--- config.mk ---
export PLATFORM = sky130hd
export DESIGN_NAME = rv32_inst_encoder
export DESIGN_NICKNAME = d
export VERILOG_FILES = /design/src/rtl/rv32_pkg.sv /design/src/rtl/sync_fifo.sv /design/src/rtl/rv32_inst_encoder.sv
export SDC_FILE = /design/constraint.sdc
export NUM_CORES = 1
export LEC_CHECK = 0
export BUFFER_PORTS_ARGS = -buffer_cell sky130_fd_sc_hd__buf_2
export CAP_MARGIN = 20
export CELL_PAD_IN_SITES_DETAIL_PLACEMENT = 0
export CELL_PAD_IN_SITES_GLOBAL_PLACEMENT = 1
export CORE_MARGIN = 4
export CORE_UTILIZATION = 47
export DETAILED_ROUTE_END_ITERATION = 8
export GPL_TIMING_DRIVEN = 0
export PLACE_DENSITY = 0.78
export SYNTH_ARGS = -nofsm -noshare
export SYNTH_HDL_FRONTEND = slang
export SYNTH_SLANG_ARGS = --single-unit
--- constraint.sdc ---
create_clock -name clk -period 2.9 [get_ports clk]
set_input_delay 0.145 -clock clk [delete_from_list [all_inputs] [get_ports clk]]
set_output_delay 0.145 -clock clk [all_outputs]
set_load 0.005 [all_outputs]
--- src/rtl/rv32_pkg.sv ---
// Shared RV32 encoding definitions: instruction format enum, base opcodes,
// the canonical NOP, field packing and descriptor legality checks.
package rv32_pkg;

  typedef enum logic [2:0] {
    T_R  = 3'd0,
    T_I  = 3'd1,
    T_S  = 3'd2,
    T_SB = 3'd3,
    T_UJ = 3'd4,
    T_U  = 3'd5
  } inst_t;

  localparam logic [6:0] OPC_OP     = 7'h33;
  localparam logic [6:0] OPC_OP_IMM = 7'h13;
  localparam logic [6:0] OPC_LOAD   = 7'h03;
  localparam logic [6:0] OPC_STORE  = 7'h23;
  localparam logic [6:0] OPC_BRANCH = 7'h63;
  localparam logic [6:0] OPC_JAL    = 7'h6F;
  localparam logic [6:0] OPC_LUI    = 7'h37;

  localparam logic [31:0] RV32_NOP = 32'h0000_0013;

  // Pack descriptor fields into a 32-bit word. Fields a format does not use
  // are ignored; immediates are truncated to the bits the format carries.
  function automatic logic [31:0] encode_inst(
    input logic [2:0]  typ,
    input logic [6:0]  opcode,
    input logic [4:0]  rd,
    input logic [4:0]  rs1,
    input logic [4:0]  rs2,
    input logic [2:0]  funct3,
    input logic [6:0]  funct7,
    input logic [31:0] imm
  );
    logic [31:0] w;
    w = RV32_NOP;
    case (typ)
      T_R:  w = {funct7, rs2, rs1, funct3, rd, opcode};
      T_I:  w = {imm[11:0], rs1, funct3, rd, opcode};
      T_S:  w = {imm[11:5], rs2, rs1, funct3, imm[4:0], opcode};
      T_SB: w = {imm[12], imm[10:5], rs2, rs1, funct3, imm[4:1], imm[11], opcode};
      T_U:  w = {imm[31:12], rd, opcode};
      T_UJ: w = {imm[20], imm[10:1], imm[11], imm[19:12], rd, opcode};
      default: w = RV32_NOP;
    endcase
    return w;
  endfunction

  // True when imm is representable as a signed value of n bits.
  function automatic logic fits_signed(input logic [31:0] imm, input int unsigned n);
    logic [31:0] hi;
    hi = $signed(imm) >>> (n - 1);
    return (hi == '0) || (hi == '1);
  endfunction

  // Descriptor legality: immediate range/alignment per format, known type.
  function automatic logic desc_ok(input logic [2:0] typ, input logic [31:0] imm);
    logic ok;
    ok = 1'b0;
    case (typ)
      T_R:       ok = 1'b1;
      T_I, T_S:  ok = fits_signed(imm, 12);
      T_SB:      ok = fits_signed(imm, 13) && !imm[0];
      T_UJ:      ok = fits_signed(imm, 21) && !imm[0];
      T_U:       ok = (imm[11:0] == '0);
      default:   ok = 1'b0;
    endcase
    return ok;
  endfunction

endpackage

--- src/rtl/sync_fifo.sv ---
// Synchronous FIFO with first-word fall-through read port, occupancy count
// and a synchronous clear. DEPTH must be a power of two, >= 2.
module sync_fifo #(
  parameter int unsigned WIDTH = 32,
  parameter int unsigned DEPTH = 4
) (
  input  logic                         i_clk,
  input  logic                         i_rst_n,
  input  logic                         i_clr,
  input  logic                         i_push,
  input  logic                         i_pop,
  input  logic [WIDTH-1:0]             i_wdata,
  output logic [WIDTH-1:0]             o_rdata,
  output logic [$clog2(DEPTH+1)-1:0]   o_count,
  output logic                         o_empty,
  output logic                         o_full
);

  localparam int unsigned PTR_W = $clog2(DEPTH);
  localparam int unsigned CNT_W = $clog2(DEPTH+1);

  logic [WIDTH-1:0] r_mem [DEPTH];
  logic [PTR_W-1:0] r_wptr;
  logic [PTR_W-1:0] r_rptr;
  logic [CNT_W-1:0] r_count;
  logic             w_push;
  logic             w_pop;

  assign o_empty = (r_count == '0);
  assign o_full  = (r_count == CNT_W'(DEPTH));
  assign w_push  = i_push && !o_full && !i_clr;
  assign w_pop   = i_pop && !o_empty && !i_clr;
  assign o_rdata = r_mem[r_rptr];
  assign o_count = r_count;

  // Storage array; contents are qualified by r_count so no reset is needed.
  always_ff @(posedge i_clk) begin
    if (w_push) begin
      r_mem[r_wptr] <= i_wdata;
    end
  end

  // Pointers and occupancy; pointers wrap naturally since DEPTH is 2^PTR_W.
  always_ff @(posedge i_clk or negedge i_rst_n) begin
    if (!i_rst_n) begin
      r_wptr  <= '0;
      r_rptr  <= '0;
      r_count <= '0;
    end else if (i_clr) begin
      r_wptr  <= '0;
      r_rptr  <= '0;
      r_count <= '0;
    end else begin
      if (w_push) begin
        r_wptr <= r_wptr + PTR_W'(1);
      end
      if (w_pop) begin
        r_rptr <= r_rptr + PTR_W'(1);
      end
      case ({w_push, w_pop})
        2'b10:   r_count <= r_count + CNT_W'(1);
        2'b01:   r_count <= r_count - CNT_W'(1);
        default: r_count <= r_count;
      endcase
    end
  end

endmodule

--- src/rtl/rv32_inst_encoder.sv ---
// RV32 instruction encoder / program loader. Descriptors are packed into
// instruction words, queued in a FIFO and written to instruction memory
// at consecutive word addresses starting at BASE_ADDR.
// Optional build macro: RV32_ENC_CHECK_EN enables descriptor legality
// checks (illegal descriptors are consumed, dropped, and set sticky err).
module rv32_inst_encoder
  import rv32_pkg::*;
#(
  parameter int unsigned        DEPTH     = 4,
  parameter int unsigned        ADDR_W    = 32,
  parameter logic [ADDR_W-1:0]  BASE_ADDR = '0
) (
  input  logic                        clk,
  input  logic                        n_rst,
  input  logic                        start,
  input  logic                        in_valid,
  output logic                        in_ready,
  input  logic                        in_last,
  input  logic [2:0]                  in_type,
  input  logic [6:0]                  in_opcode,
  input  logic [4:0]                  in_rd,
  input  logic [4:0]                  in_rs1,
  input  logic [4:0]                  in_rs2,
  input  logic [2:0]                  in_funct3,
  input  logic [6:0]                  in_funct7,
  input  logic [31:0]                 in_imm,
  input  logic                        mem_busy,
  output logic                        mem_wr_en,
  output logic [ADDR_W-1:0]           mem_addr,
  output logic [31:0]                 mem_wdata,
  output logic [$clog2(DEPTH+1)-1:0]  count,
  output logic                        done,
  output logic                        err
);

  localparam int unsigned CNT_W = $clog2(DEPTH+1);

  typedef enum logic [1:0] {
    S_IDLE,
    S_LOAD,
    S_DRAIN,
    S_DONE
  } state_t;

  state_t             r_state;
  logic               r_done;
  logic               r_mem_wr_en;
  logic [ADDR_W-1:0]  r_mem_addr;
  logic [31:0]        r_mem_wdata;
  logic [ADDR_W-1:0]  r_next_addr;

  logic [31:0]        w_enc;
  logic [31:0]        w_head;
  logic [CNT_W-1:0]   w_count;
  logic               w_empty;
  logic               w_full;
  logic               w_accept;
  logic               w_desc_ok;
  logic               w_push;
  logic               w_pop;

  assign in_ready = (r_state == S_LOAD) && !w_full;

  // A start in the same cycle restarts the session, so the concurrently
  // offered descriptor belongs to the abandoned session and is dropped.
  assign w_accept = in_valid && in_ready && !start;

  assign w_enc = encode_inst(in_type, in_opcode, in_rd, in_rs1, in_rs2,
                             in_funct3, in_funct7, in_imm);

`ifdef RV32_ENC_CHECK_EN
  logic r_err;

  assign w_desc_ok = desc_ok(in_type, in_imm);

  // Sticky error flag, cleared only by a new session or reset.
  always_ff @(posedge clk or negedge n_rst) begin
    if (!n_rst) begin
      r_err <= 1'b0;
    end else if (start) begin
      r_err <= 1'b0;
    end else if (w_accept && !w_desc_ok) begin
      r_err <= 1'b1;
    end
  end

  assign err = r_err;
`else
  assign w_desc_ok = 1'b1;
  assign err       = 1'b0;
`endif

  assign w_push = w_accept && w_desc_ok;
  assign w_pop  = !w_empty && !mem_busy && !start;

  sync_fifo #(
    .WIDTH (32),
    .DEPTH (DEPTH)
  ) u_fifo (
    .i_clk   (clk),
    .i_rst_n (n_rst),
    .i_clr   (start),
    .i_push  (w_push),
    .i_pop   (w_pop),
    .i_wdata (w_enc),
    .o_rdata (w_head),
    .o_count (w_count),
    .o_empty (w_empty),
    .o_full  (w_full)
  );

  // Session control FSM with registered done flag.
  always_ff @(posedge clk or negedge n_rst) begin
    if (!n_rst) begin
      r_state <= S_IDLE;
      r_done  <= 1'b0;
    end else if (start) begin
      r_state <= S_LOAD;
      r_done  <= 1'b0;
    end else begin
      case (r_state)
        S_LOAD: begin
          if (w_accept && in_last) begin
            r_state <= S_DRAIN;
          end
        end
        S_DRAIN: begin
          // Writes are never retracted once presented, so an empty FIFO
          // means the last word is already on the memory port.
          if (w_empty) begin
            r_state <= S_DONE;
            r_done  <= 1'b1;
          end
        end
        default: begin
          r_state <= r_state;
        end
      endcase
    end
  end

  // Write stage: pop into output registers and advance the address counter.
  always_ff @(posedge clk or negedge n_rst) begin
    if (!n_rst) begin
      r_mem_wr_en <= 1'b0;
      r_mem_addr  <= BASE_ADDR;
      r_mem_wdata <= '0;
      r_next_addr <= BASE_ADDR;
    end else begin
      r_mem_wr_en <= w_pop;
      if (start) begin
        r_next_addr <= BASE_ADDR;
      end else if (w_pop) begin
        r_mem_addr  <= r_next_addr;
        r_mem_wdata <= w_head;
        r_next_addr <= r_next_addr + ADDR_W'(4);
      end
    end
  end

  assign mem_wr_en = r_mem_wr_en;
  assign mem_addr  = r_mem_addr;
  assign mem_wdata = r_mem_wdata;
  assign count     = w_count;
  assign done      = r_done;

endmodule

# --- After elaboration in Yosys (flattened, before gate mapping) ---
# Memories as Yosys holds them, arrays and structs flattened. A register that Yosys moved wholly into a read port is not among the register bits.
# Cells that the tools add are included.
totals:
  register_bits: 75
  latch_bits: 0
  ram_bits: 128
  mem_bits_ro: 0
  inputBits: 73
  out_inout_bits: 71
  word_cells: 72
  n_memories: 1
memory_table:
  columns: ["name", "depth", "word_bits", "read_ports", "rd_ports_with_merged_regs", "write_ports", "line_no", "source"]
  rows:
  - ["u_fifo.r_mem", 4, 32, 1, 1, 1, "sync_fifo.sv:22", "logic [WIDTH-1:0] r_mem [DEPTH];"]
classes:
  n_addsub: 5
  mul: 0
  div: 0
  n_lt_le_gt_ge: 0
  eq_ne: 12
  shift: 0
  mux: 18
  bitwise_logic: 1
  reduce_logical: 27
ops:
  columns: ["operator", "n"]
  rows:
  - ["32-bit one-hot mux with 6 select lines", 1]
  - ["32-bit 2-to-1 mux", 2]
  - ["32-bit by 3-bit adder with 32-bit output, second input constant", 1]
  - ["2-bit 2-to-1 mux", 7]
  - ["1-bit logical AND", 10]
  - ["2-bit nonzero test", 5]
  - ["3-bit == test, second input constant", 3]
  - ["3-bit by 2-bit == test with 1-bit output, second input constant", 2]
  - ["3-bit zero test", 2]
  - ["3-bit by 2-bit inequality test with 1-bit output, second input constant", 2]
  - ["3-bit one-hot mux with 2 select lines", 1]
  - ["3-bit nonzero test", 2]
  - ["1-bit zero test", 5]
  - ["1-bit 2-to-1 mux", 5]
  - ["2-bit by 1-bit adder with 2-bit output, second input constant", 2]
  - ["2-bit by 1-bit == test with 1-bit output, second input constant", 2]
  - ["2-bit == test, second input constant", 2]
  - ["2-bit one-hot mux with 2 select lines", 1]
  - ["2-bit AND reduction", 2]
  - ["3-bit by 1-bit adder with 3-bit output, second input constant", 1]
  - ["3-bit by 1-bit == test with 1-bit output, second input constant", 1]
  - ["3-bit 2-to-1 mux", 1]
  - ["3-bit AND reduction", 1]
  - ["3-bit by 1-bit subtractor with 3-bit output, second input constant", 1]
  - ["1-bit NOT", 1]

# --- Logic depth before layout (Yosys ltp) ---
# Gate-level depths: netlist of run 1.
depth:
  depth_word: 10
  depth_mapped: 9

# --- Hierarchy ---
# Synthesis of run 1 repeated with hierarchy kept, for this count alone.
unflattened:
  hier_cells: 675
  hier_area_um2: 9983.3
by_module_without_submodules:
  columns: ["mod", "n_inst", "cells_per_inst", "area_each_um2", "seq_area_each_um2"]
  rows:
  - ["sync_fifo", 1, 232, 5178.7, 4018.9]
  - ["rv32_inst_encoder", 1, 443, 4804.6, 2402.3]

# --- Least setup slack after synthesis of run 1 ---
# Ideal clock, no wire load.
synth_timing:
  path_type: "register to register"
  from: "register u_fifo.r_count[1] (netlist: u_fifo.o_count[1])"
  to: "register u_fifo.r_count[2] (netlist: u_fifo.o_count[2])"
  setup_time_ns: 0.125
  arrival_ns: 2.552
  required_time_ns: 2.775
  path_slack_ns: 0.224
  stages_incl_launch_ff: 10
  path_buffers: 2
  cell_sequence: "dfrtp_1 nor3_1 buf_4 nor3_2 buf_4 and2_1 fa_1 or3_1 mux2i_1 mux2_2"
synth_between:
  elab_cells_between_ends: 20
  cone_classes: "2 x add/sub; 3 x eq/ne; 2 x mux; 13 x reduce/logical"
synth_rtl:
  columns: ["element", "line_no", "source"]
  rows:
  - ["start: declaration", "sync_fifo.sv:25", "logic [CNT_W-1:0] r_count;"]
  - ["start signal: assignment", "sync_fifo.sv:61", "2'b10: r_count <= r_count + CNT_W'(1);"]
  - ["start signal: assignment", "sync_fifo.sv:62", "2'b01: r_count <= r_count - CNT_W'(1);"]
  - ["start signal: assignment", "sync_fifo.sv:63", "default: r_count <= r_count;"]
  - ["3-bit zero test *", "sync_fifo.sv:29", "assign o_empty = (r_count == '0);"]
  - ["1-bit zero test *", "rv32_inst_encoder.sv:94", "assign w_pop = !w_empty && !mem_busy && !start;"]
  - ["1-bit logical AND * (2 in series)", "rv32_inst_encoder.sv:94", null]
  - ["named net u_fifo.i_pop", "sync_fifo.sv:11", "input logic i_pop,"]
  - ["1-bit logical AND * (2 in series)", "sync_fifo.sv:32", "assign w_pop = i_pop && !o_empty && !i_clr;"]
  - ["2-bit by 1-bit == test with 1-bit output or 2-bit == test (tied branches)", "sync_fifo.sv:60", "case ({w_push, w_pop})"]
  - ["3-bit one-hot mux with 2 select lines", "sync_fifo.sv:60", null]
  - ["3-bit 2-to-1 mux", "sync_fifo.sv:49", "end else if (i_clr) begin"]
# The timed path passes the listed nets; every way through them passes the cells marked *.
# A chain may end at the register's enable or synchronous reset.

# --- Worst setup path in the final report of run 1 ---
layout_timing:
  from: "register u_fifo.r_count[2] (netlist: u_fifo.o_count[2])"
  to: "register u_fifo.r_count[2] (netlist: u_fifo.o_count[2])"
layout_between:
  elab_chain_len: 10
  elab_cells_between_ends: 20
  cone_classes: "2 x add/sub; 3 x eq/ne; 2 x mux; 13 x reduce/logical"
layout_lines:
  columns: ["element", "line_no", "source"]
  rows:
  - ["3-bit == test", "sync_fifo.sv:30", "assign o_full = (r_count == CNT_W'(DEPTH));"]
  - ["1-bit zero test", "sync_fifo.sv:31, rv32_inst_encoder.sv:62", null]
  - ["1-bit logical AND", "rv32_inst_encoder.sv:62", "assign in_ready = (r_state == S_LOAD) && !w_full;"]
  - ["1-bit logical AND (2 in series)", "rv32_inst_encoder.sv:66", "assign w_accept = in_valid && in_ready && !start;"]
  - ["1-bit logical AND (2 in series)", "sync_fifo.sv:31", "assign w_push = i_push && !o_full && !i_clr;"]
  - ["2-bit by 1-bit == test with 1-bit output or 2-bit == test (tied branches)", "sync_fifo.sv:60", null]
  - ["3-bit one-hot mux with 2 select lines", "sync_fifo.sv:60", null]
  - ["3-bit 2-to-1 mux", "sync_fifo.sv:49", null]
# Several ways; a longest one is shown, not always the timed one.

==> results of run 1 <==
-- layout by cell type, fill, tap and decap left out, types with 7 or more instances in the layout --
cell           netlist  layout
buf_2                6     143
edfxtp_1           128     128
dfrtp_1            103     101
mux2_2              73      73
clkbuf_1            24      34
mux4_2              32      32
nand2_1             30      30
nor2_1              25      25
clkbuf_16            0      25
o21ai_0             23      23
inv_1               22      22
a21oi_1             22      22
o31ai_1             16      16
or4_1               16      16
nand2b_1            12      12
nand3_1             12      12
mux2i_1             11      11
dlygate4sd3_1        0      10
buf_6                7       8
buf_4                5       8
and3_1               7       7
nor2b_1              7       7
-- sequential cells by signal, summed over array words and instances, names as in the netlist --
name,flops
mem_addr,30
mem_wdata,32
u_fifo.r_wptr,2
r_state,2
u_fifo.r_mem,128
u_fifo.r_rptr,2
r_next_addr,30
mem_wr_en,1
done,1
u_fifo.o_count,3
-- worst max path at each step --
stage	to	slack [ns]	cells past startpoint
2_1_floorplan	u_fifo.o_count[2]	0.22	9
3_3_place_gp	u_fifo.o_count[2]	-0.12	9
3_5_place_dp	u_fifo.o_count[2]	-0.18	9
4_1_cts	u_fifo.o_count[2]	0.005	9
5_1_grt	u_fifo.o_count[2]	0.14	7
6_report	u_fifo.o_count[2]	0.30	7
-- layout make-up --
cell class                      instances  area [um^2]
Tap cell                              270          338
Buffer                                 41          233
Timing Repair Buffer                  153          851
Clock inverter                          9          128
Fill cell                            1595         8520
Inverter                               22         82.6
Sequential cell                       231         6420
Clock buffer                           37          691
Multi-Input combinational cell        367         3230
-- layer usage --
layer / track usage [%] / routed length, um
met1: 23.7 / 8970
met3: 3.87 / 1480
met4: 3.78 / 289
met2: 31.3 / 10700
met5: 0 / 0
-- critical path: stages, from the launching register on --
cell,delay (ns)
dfrtp_1,0.45
or3b_2,0.27
nand4b_2,0.25
and2_1,0.24
fa_1,0.39
or3_1,0.39
mux2i_1,0.15
mux2_2,0.35
-- through the flow --
step	hold slack, ns	setup slack [ns]	total power (W)	utilization (%)	TNS (ns)
2_1_floorplan	-0.151	0.224	0.00549	-	0
3_3_place_gp	0.468	-0.116	0.00619	53.6	-2.93
3_5_place_dp	0.165	-0.183	0.00628	53.7	-0.183
4_1_cts	0.00939	0.00468	0.00950	58.3	0
5_1_grt	0.0299	0.140	0.00987	58.4	0
6_report	0.0365	0.298	0.00939	58.4	0
-- cells by family after synthesis --
| family | Yosys count | share of synthesized area [%] |
|---|---|---|
| AOI/OAI and AO/OA | 77 | 4.72 |
| xor gates and xnor gates | 11 | 0.969 |
| adders and majority gates | 6 | 0.831 |
| buffers and inverters | 64 | 3.21 |
| DFF | 231 | 64.6 |
| muxes | 116 | 16.6 |
| other | 1 | 0.0377 |
| and+or+nand+nor | 154 | 9.00 |
-- what timing repair did --
action,in CTS,in global routing
setup endpoints to repair,1,1
gates resized for setup,3,3
setup buffers,0,4
hold endpoints to repair,63,0
hold buffers,10,0
pin swaps,0,1
-- power breakdown --
part | switching (W) | internal [W]
clock | 0.00123 | 0.00192
combinational | 0.000994 | 0.00109
sequential | 0.000239 | 0.00392
total | 0.00246 | 0.00693
==> run summary, run 1 <==
Non-Filler Instances: 1130
Crit path required time: 3.29 ns
synthesized area per cell: 15.1 um^2
CTS tree: done
Worst IR Drop VDD: 0.000597 V
pwr/cell area: 784 mW/mm^2
Worst Skew: 0.0105 ns
most frequent cell after synthesis: edfxtp_1
Slew Viols, Final: 0
clock tree buffer depth: 3
clock sink count: 231
Rows: 52
Placed Area: 0.0110 mm^2
crit end category: register
maximum fanout along the worst path: 6
full die area: 0.0235 mm^2
Slew HR: 38.1%
crit path launch type: register
# H-tree levels: 1
DR pass1 iterations: 4
Final Hold Viols: 0
Hold Crit Start: start
pin count of the biggest net entering global routing: 70
DR vias: 6170
RePlAce Congestion: 0.878
DR vias/cell: 5.46
drc violations: 0
ys async rst share: 44.6%
Syn-to-layout area delta: 20.5%
total track usage: 18.1%
Design Area, Final: 0.0120 mm^2
Port Buffer Count: 138
register area share after synthesis: 64.6%
Synth area leaders: edfxtp_1, dfrtp_1, mux2_2
fin crit share: 89.7%
Max Freq: 384 MHz
io pins: 144
P_leak: 4.85 nW
RSZ-0062 raised after global routing: no
vias in the first global route: 6461
Post-synth top flop: edfxtp_1
Yosys reg bits: 231
first-pass GRT wire length: 34.6 mm
initial antenna violation count: 0
1st-iter DRT viols: 327
DIE WIDTH: 153 um
Synth top cells by count: edfxtp_1, dfrtp_1, mux2_2
post-route antenna net violation count: 0
launch point of the worst path: u_fifo.o_count[2]
Final min period: 2.60 ns
Final #Nets: 920
layout cells sized above 1: 36.4%
synthesized area: 0.00994 mm^2
Hold Crit Class: in2reg
cells on worst reg2reg path: 7
kind of critical path: reg2reg
status: finished clean
Max-Cap Viols: 0
DRT Wirelength: 21.5 mm
insertion delay to the later sink of the worst-skew pair: 0.51 ns
hold endpoint: mem_wr_en
post-DP HPWL: 14.7 mm
proportion of netlist area held by the largest area contributor: 38.7%
R2R Setup Slk: 0.30 ns
YS warnings: 0
routed len/inst: 19.0 um
GRT overflow: 0
reg2reg start: u_fifo.o_count[2]
initial cell density of the core: 48.5%
clock root cell: clkbuf_16
Clk pin slew, worst setup/hold paths: 0.06 ns
placed cells: 1071
Core Area: 0.0205 mm^2
CTS Buf Count: 25
arrival time worst endpoint: 3.00 ns
FF-to-FF End: u_fifo.o_count[2]
ant diodes: 0
Worst-Margin Slew: 0.929 ns
Distinct cells, synth: 48
Post-Syn Instances: 660
final setup fails: 0
Hold Crit Depth: 3
Post-synth EDFFs: 128
chip height: 153 um
Synth area leader: edfxtp_1
(Power assumes the default switching activity.)
==> inputs of run 2 (changes only) <==
--- a/config.mk
+++ b/config.mk
@@ -18,2 +18,3 @@
 export SYNTH_HDL_FRONTEND = slang
 export SYNTH_SLANG_ARGS = --single-unit
+export TNS_END_PERCENT = 5
==> constraint.sdc (replaced) <==
create_clock -name clk -period 2.9 [get_ports clk]
set_input_delay 0.58 -clock clk [delete_from_list [all_inputs] [get_ports clk]]
set_output_delay 0.58 -clock clk [all_outputs]
set_load 0.005 [all_outputs]
==> run 2 against run 1 <==
Against the previous run:
- via count is 0.52% lower
- largest cell class unchanged
- setup slack better by 0.0010 ns
- sequential share of layout area grew 0.45 points
- global-route usage is 0.10 points lower
- maximum frequency about the same
- clock skew rose by 0.0016 ns
- core utilization shrank 0.49 points
- critical path type unchanged
- clock-buffer cell count is the same
- design area decreased by 0.84%
- wire length is 0.57% lower
- hold slack improved by 0.0033 ns
- combinational power about the same
==> run summary, run 2 (synthesized netlist as in run 1, its figures left out) <==
Worst-Margin Slew: 0.937 ns
Setup WS pre-CTS: -0.377 ns
pwr/cell area: 790 mW/mm^2
initial antenna violation count: 1
CTS Buf Count: 25
vias in the first global route: 6414
RSZ-0062 raised after global routing: no
final worst slack: 0.299 ns
crit path launch type: register
max FFs per register: 128
clock tree buffer depth: 3
DR pass1 iterations: 4
insertion delay to the later sink of the worst-skew pair: 0.51 ns
Rows: 52
full die area: 0.0235 mm^2
Final #Nets: 910
logic gate share of total power: 22.1%
Port Buffer Count: 138
post-route antenna net violation count: 0
routed len/inst: 19.1 um
io pins: 144
P_sw: 0.00246 W
1st-iter DRT viols: 311
Final Hold Viols: 0
DR vias: 6138
Design Area, Final: 0.0119 mm^2
chip height: 153 um
total track usage: 18.0%
maximum fanout along the worst path: 6
Max-Cap Viols: 0
Hold Crit Class: in2async
status: finished clean
Placed Area: 0.0110 mm^2
Top reg by flops: u_fifo.r_mem
Max Freq: 384 MHz
# H-tree levels: 1
CP top delay family: simple AND/OR/NAND/NOR gates
P_leak: 4.81 nW
Clk pin slew, worst setup/hold paths: 0.06 ns
slowest cell delay on critical path: 0.44 ns
clock sink count: 231
fin crit share: 89.7%
DIE WIDTH: 153 um
launch point of the worst path: u_fifo.o_count[2]
final setup fails: 0
Syn-to-layout area delta: 19.5%
most frequent cells in the layout: buf_2, edfxtp_1, dfrtp_1, mux2_2, clkbuf_1
pin count of the biggest net entering global routing: 70
first-pass GRT wire length: 34.4 mm
Crit path required time: 3.29 ns
initial cell density of the core: 48.5%
crit end category: register
commonest non-fill, non-tap cell in the layout: buf_2
hold buffer count at CTS: 0
arrival time worst endpoint: 3.00 ns
layout cells sized above 1: 36.8%
Final min period: 2.60 ns
clock share of power: 33.6%
CP Cell Sequence: or3b_2 -> nand4b_2 -> and2_1 -> fa_1 -> or3_1 -> mux2i_1 -> mux2_2
clock root cell: clkbuf_16
ant diodes: 0
Reg power frac: 44.3%
post-DP HPWL: 14.7 mm
Slew HR: 37.5%
R2R Setup Slk: 0.30 ns
DRT Wirelength: 21.4 mm
Sw Ratio: 26.2%
reg2reg start: u_fifo.o_count[2]
drc violations: 0
Buf/Inv on CP: 0
CP max-delay cell: dfrtp_1
Core Area: 0.0205 mm^2
Worst Skew: 0.0120 ns
CTS tree: done
GRT overflow: 0
Worst IR Drop VDD: 0.000598 V
post-route setup TNS: 0 ns
Pint: 0.00692 W
DR vias/cell: 5.48
Slew Viols, Final: 0
RePlAce Congestion: 0.878
kind of critical path: reg2reg
## run 2: layout make-up
cell class                 count  area (um^2)
buffer                        41          233
clock buffer                  37          691
clock inverter                 9          128
fill                        1598         8620
inverter                      22         82.6
multi-input combinational    367         3230
sequential                   231         6420
tap                          270          338
timing repair buffer         143          751
## run 2: worst reg2reg max path, stage by stage, from the launching register on
cell,delay (ns)
dfrtp_1,0.44
or3b_2,0.27
nand4b_2,0.26
and2_1,0.24
fa_1,0.39
or3_1,0.39
mux2i_1,0.15
mux2_2,0.35
## run 2: layer usage
layer  share of wire [%]  up-vias  global-route usage [%]
li1                    -     2846                       -
met1                  42     3078                    23.6
met2                  50      187                    31.2
met3                 6.5       25                    3.99
met4                 1.2        2                    3.36
met5               0.047        -                       0
## run 2: power by group through the flow
| stage | sequential (W) | clock, W | combinational (W) |
|---|---|---|---|
| final | 0.00415 | 0.00315 | 0.00207 |
| after global routing | 0.00420 | 0.00337 | 0.00227 |
| after CTS | 0.00416 | 0.00322 | 0.00210 |
| after detailed placement | 0.00420 | 0 | 0.00207 |
| after global placement | 0.00418 | 0 | 0.00201 |
| after floorplan | 0.00417 | 0 | 0.00132 |
## run 2: what timing repair did
item | 4_1_cts | 5_1_grt
setup endpoints to repair | 1 | 1
pin swaps | 0 | 1
setup buffers | 0 | 4
gates resized for setup | 3 | 3
## run 2: worst paths after layout
path,endpoint,depth (start not counted)
min,r_state[0],1
max,u_fifo.o_count[2],7
max in group asynchronous,mem_wdata[26],2
min in group clk,r_state[1],3
min reg2reg,mem_addr[22],1
max reg2reg,u_fifo.o_count[2],7
## run 2: metrics by stage
stage                     util, %  instances  hold WS [ns]  power [W]
after floorplan                 -        662         0.284    0.00549
after CTS                    57.8       1117        0.0538    0.00948
after detailed placement     53.7       1071         0.490    0.00628
after global routing         57.9       1120        0.0752    0.00985
after global placement       53.6       1070         0.480    0.00619
final                        57.9       1120        0.0398    0.00938
==> inputs of run 3 (changes only) <==
Settings changed: RECOVER_POWER set to 25.
==> run 3 against run 2 <==
Against the previous run:
- the flow now finishes with violations (capacitance limit, slew limit)
- clock-buffer cell count did not move
- maximum frequency fell by 0.57%
- core utilization fell by 0.098 points
- largest cell class unchanged
- combinational power barely moved
- largest power group unchanged
- hold slack improved by 0.36 ns
- design area fell by 0.17%
==> run summary, run 3 (synthesized netlist as in run 1, its figures left out) <==
status: finished, violations left
violated checks: capacitance limit, slew limit
RePlAce Congestion: 0.878
# H-tree levels: 1
fin crit share: 90.2%
1st-iter DRT viols: 284
Max Freq: 382 MHz
final hold slack: 0.404 ns
crit end category: register
hold buffer count at CTS: 0
post-route antenna net violation count: 0
arrival time worst endpoint: 3.01 ns
Non-Filler Instances: 1120
insertion delay to the later sink of the worst-skew pair: 0.51 ns
CTS tree: done
clock sink count: 231
Worst-Margin Slew: 2.18 ns
full die area: 0.0235 mm^2
Final min period: 2.62 ns
DIE WIDTH: 153 um
pwr/cell area: 789 mW/mm^2
kind of critical path: reg2reg
post-DP HPWL: 14.7 mm
initial antenna violation count: 1
vias in the first global route: 6414
RSZ-0062 raised after global routing: no
Final Hold Viols: 0
max FFs per register: 128
clock tree buffer depth: 3
Crit path required time: 3.29 ns
layout cells sized above 1: 36.1%
Clk pin slew, worst setup/hold paths: 0.06 ns
Top reg by flops: u_fifo.r_mem
commonest non-fill, non-tap cell in the layout: buf_2
crit path launch type: register
Core Area: 0.0205 mm^2
GRT overflow: 0
P_leak: 4.79 nW
CP max-delay cell: dfrtp_1
total track usage: 18.0%
slowest cell delay on critical path: 0.47 ns
clock root cell: clkbuf_16
Worst IR Drop VDD: 0.000598 V
fill cell count: 1603
Rows: 52
final setup fails: 0
drc violations: 0
DR vias: 6129
Slew HR: -45.4%
routed len/inst: 19.1 um
initial cell density of the core: 48.5%
Worst Skew: 0.0139 ns
placed cells: 1071
DR pass1 iterations: 5
Final #Nets: 910
maximum fanout along the worst path: 10
chip height: 153 um
Syn-to-layout area delta: 19.3%
Port Buffer Count: 138
Design Area, Final: 0.0119 mm^2
first-pass GRT wire length: 34.4 mm
Placed Area: 0.0110 mm^2
Max-Cap Viols: 1
Hold Crit Class: in2reg
Slew Viols, Final: 35
post-layout total power: 0.00936 W
io pins: 144
CP Cell Sequence: nor3_4 -> buf_6 -> nor3_1 -> and2_1 -> fa_1 -> or3_1 -> mux2i_1 -> mux2_2
ant diodes: 0
DR vias/cell: 5.47
CTS Buf Count: 25
pin count of the biggest net entering global routing: 70
DRT Wirelength: 21.4 mm
most frequent cells in the layout: buf_2, edfxtp_1, dfrtp_1, mux2_2, clkbuf_1
run 3: power breakdown:
group | internal [W] | switching [W] | leakage (nW) | total [W]
clock | 0.00192 | 0.00123 | 0.393 | 0.00315
sequential | 0.00392 | 0.000238 | 2.53 | 0.00415
combinational | 0.00107 | 0.000985 | 1.87 | 0.00206
total | 0.00691 | 0.00245 | 4.79 | 0.00936
run 3: repair_timing:
| item | 4_1_cts | 5_1_grt |
|---|---|---|
| buffers inserted | 0 | 4 |
| setup endpoints to repair | 1 | 1 |
| resized for setup | 3 | 3 |
| pin swaps | 0 | 1 |
run 3: critical path: cells and delay by family (launching register included):
kind / cells / cell delay, ns
buffers and inverters: 1 / 0.17
DFF: 1 / 0.47
and+or+nand+nor: 4 / 0.98
muxes: 2 / 0.50
adders and majority gates: 1 / 0.39
run 3: final timing paths:
| check | slack, ns | endpoint | startpoint | cells past startpoint |
|---|---|---|---|---|
| worst max register to register | 0.28 | u_fifo.o_count[2] | u_fifo.o_count[1] | 8 |
| worst max-delay path | 0.28 | u_fifo.o_count[2] | u_fifo.o_count[1] | 8 |
| min in group asynchronous | 0.70 | mem_wr_en | n_rst | 1 |
| worst min register to register | 0.50 | mem_addr[22] | mem_addr[22] | 1 |
| max in group asynchronous | 0.80 | u_fifo.o_count[0] | n_rst | 1 |
| worst min-delay path | 0.40 | r_state[1] | in_last | 3 |
run 3: layout make-up:
class	count	area, um^2	area share (%)
Sequential cell	231	6420	54.2
Timing Repair Buffer	143	744	6.28
Tap cell	270	338	2.85
Inverter	22	82.6	0.697
Buffer	41	231	1.95
Multi-Input combinational cell	367	3220	27.1
Clock inverter	9	128	1.08
Clock buffer	37	691	5.83
run 3: layer usage:
metal  vias up  GRT usage, %  part of all wire (%)
met3        21          3.99                   6.6
met5         -             0                 0.047
met1      3069          23.6                    42
met2       194          31.2                    50
met4         2          3.36                   1.1
li1       2843             -                     -
run 3: metrics by stage:
step                      setup TNS [ns]  worst slack (ns)  utilization, %
after global routing                   0            0.0889            57.8
after CTS                              0           0.00468            57.8
after detailed placement          -0.525            -0.377            53.7
after floorplan                        0             0.224               -
after global placement            -18.02            -0.292            53.6
final                                  0             0.284            57.8
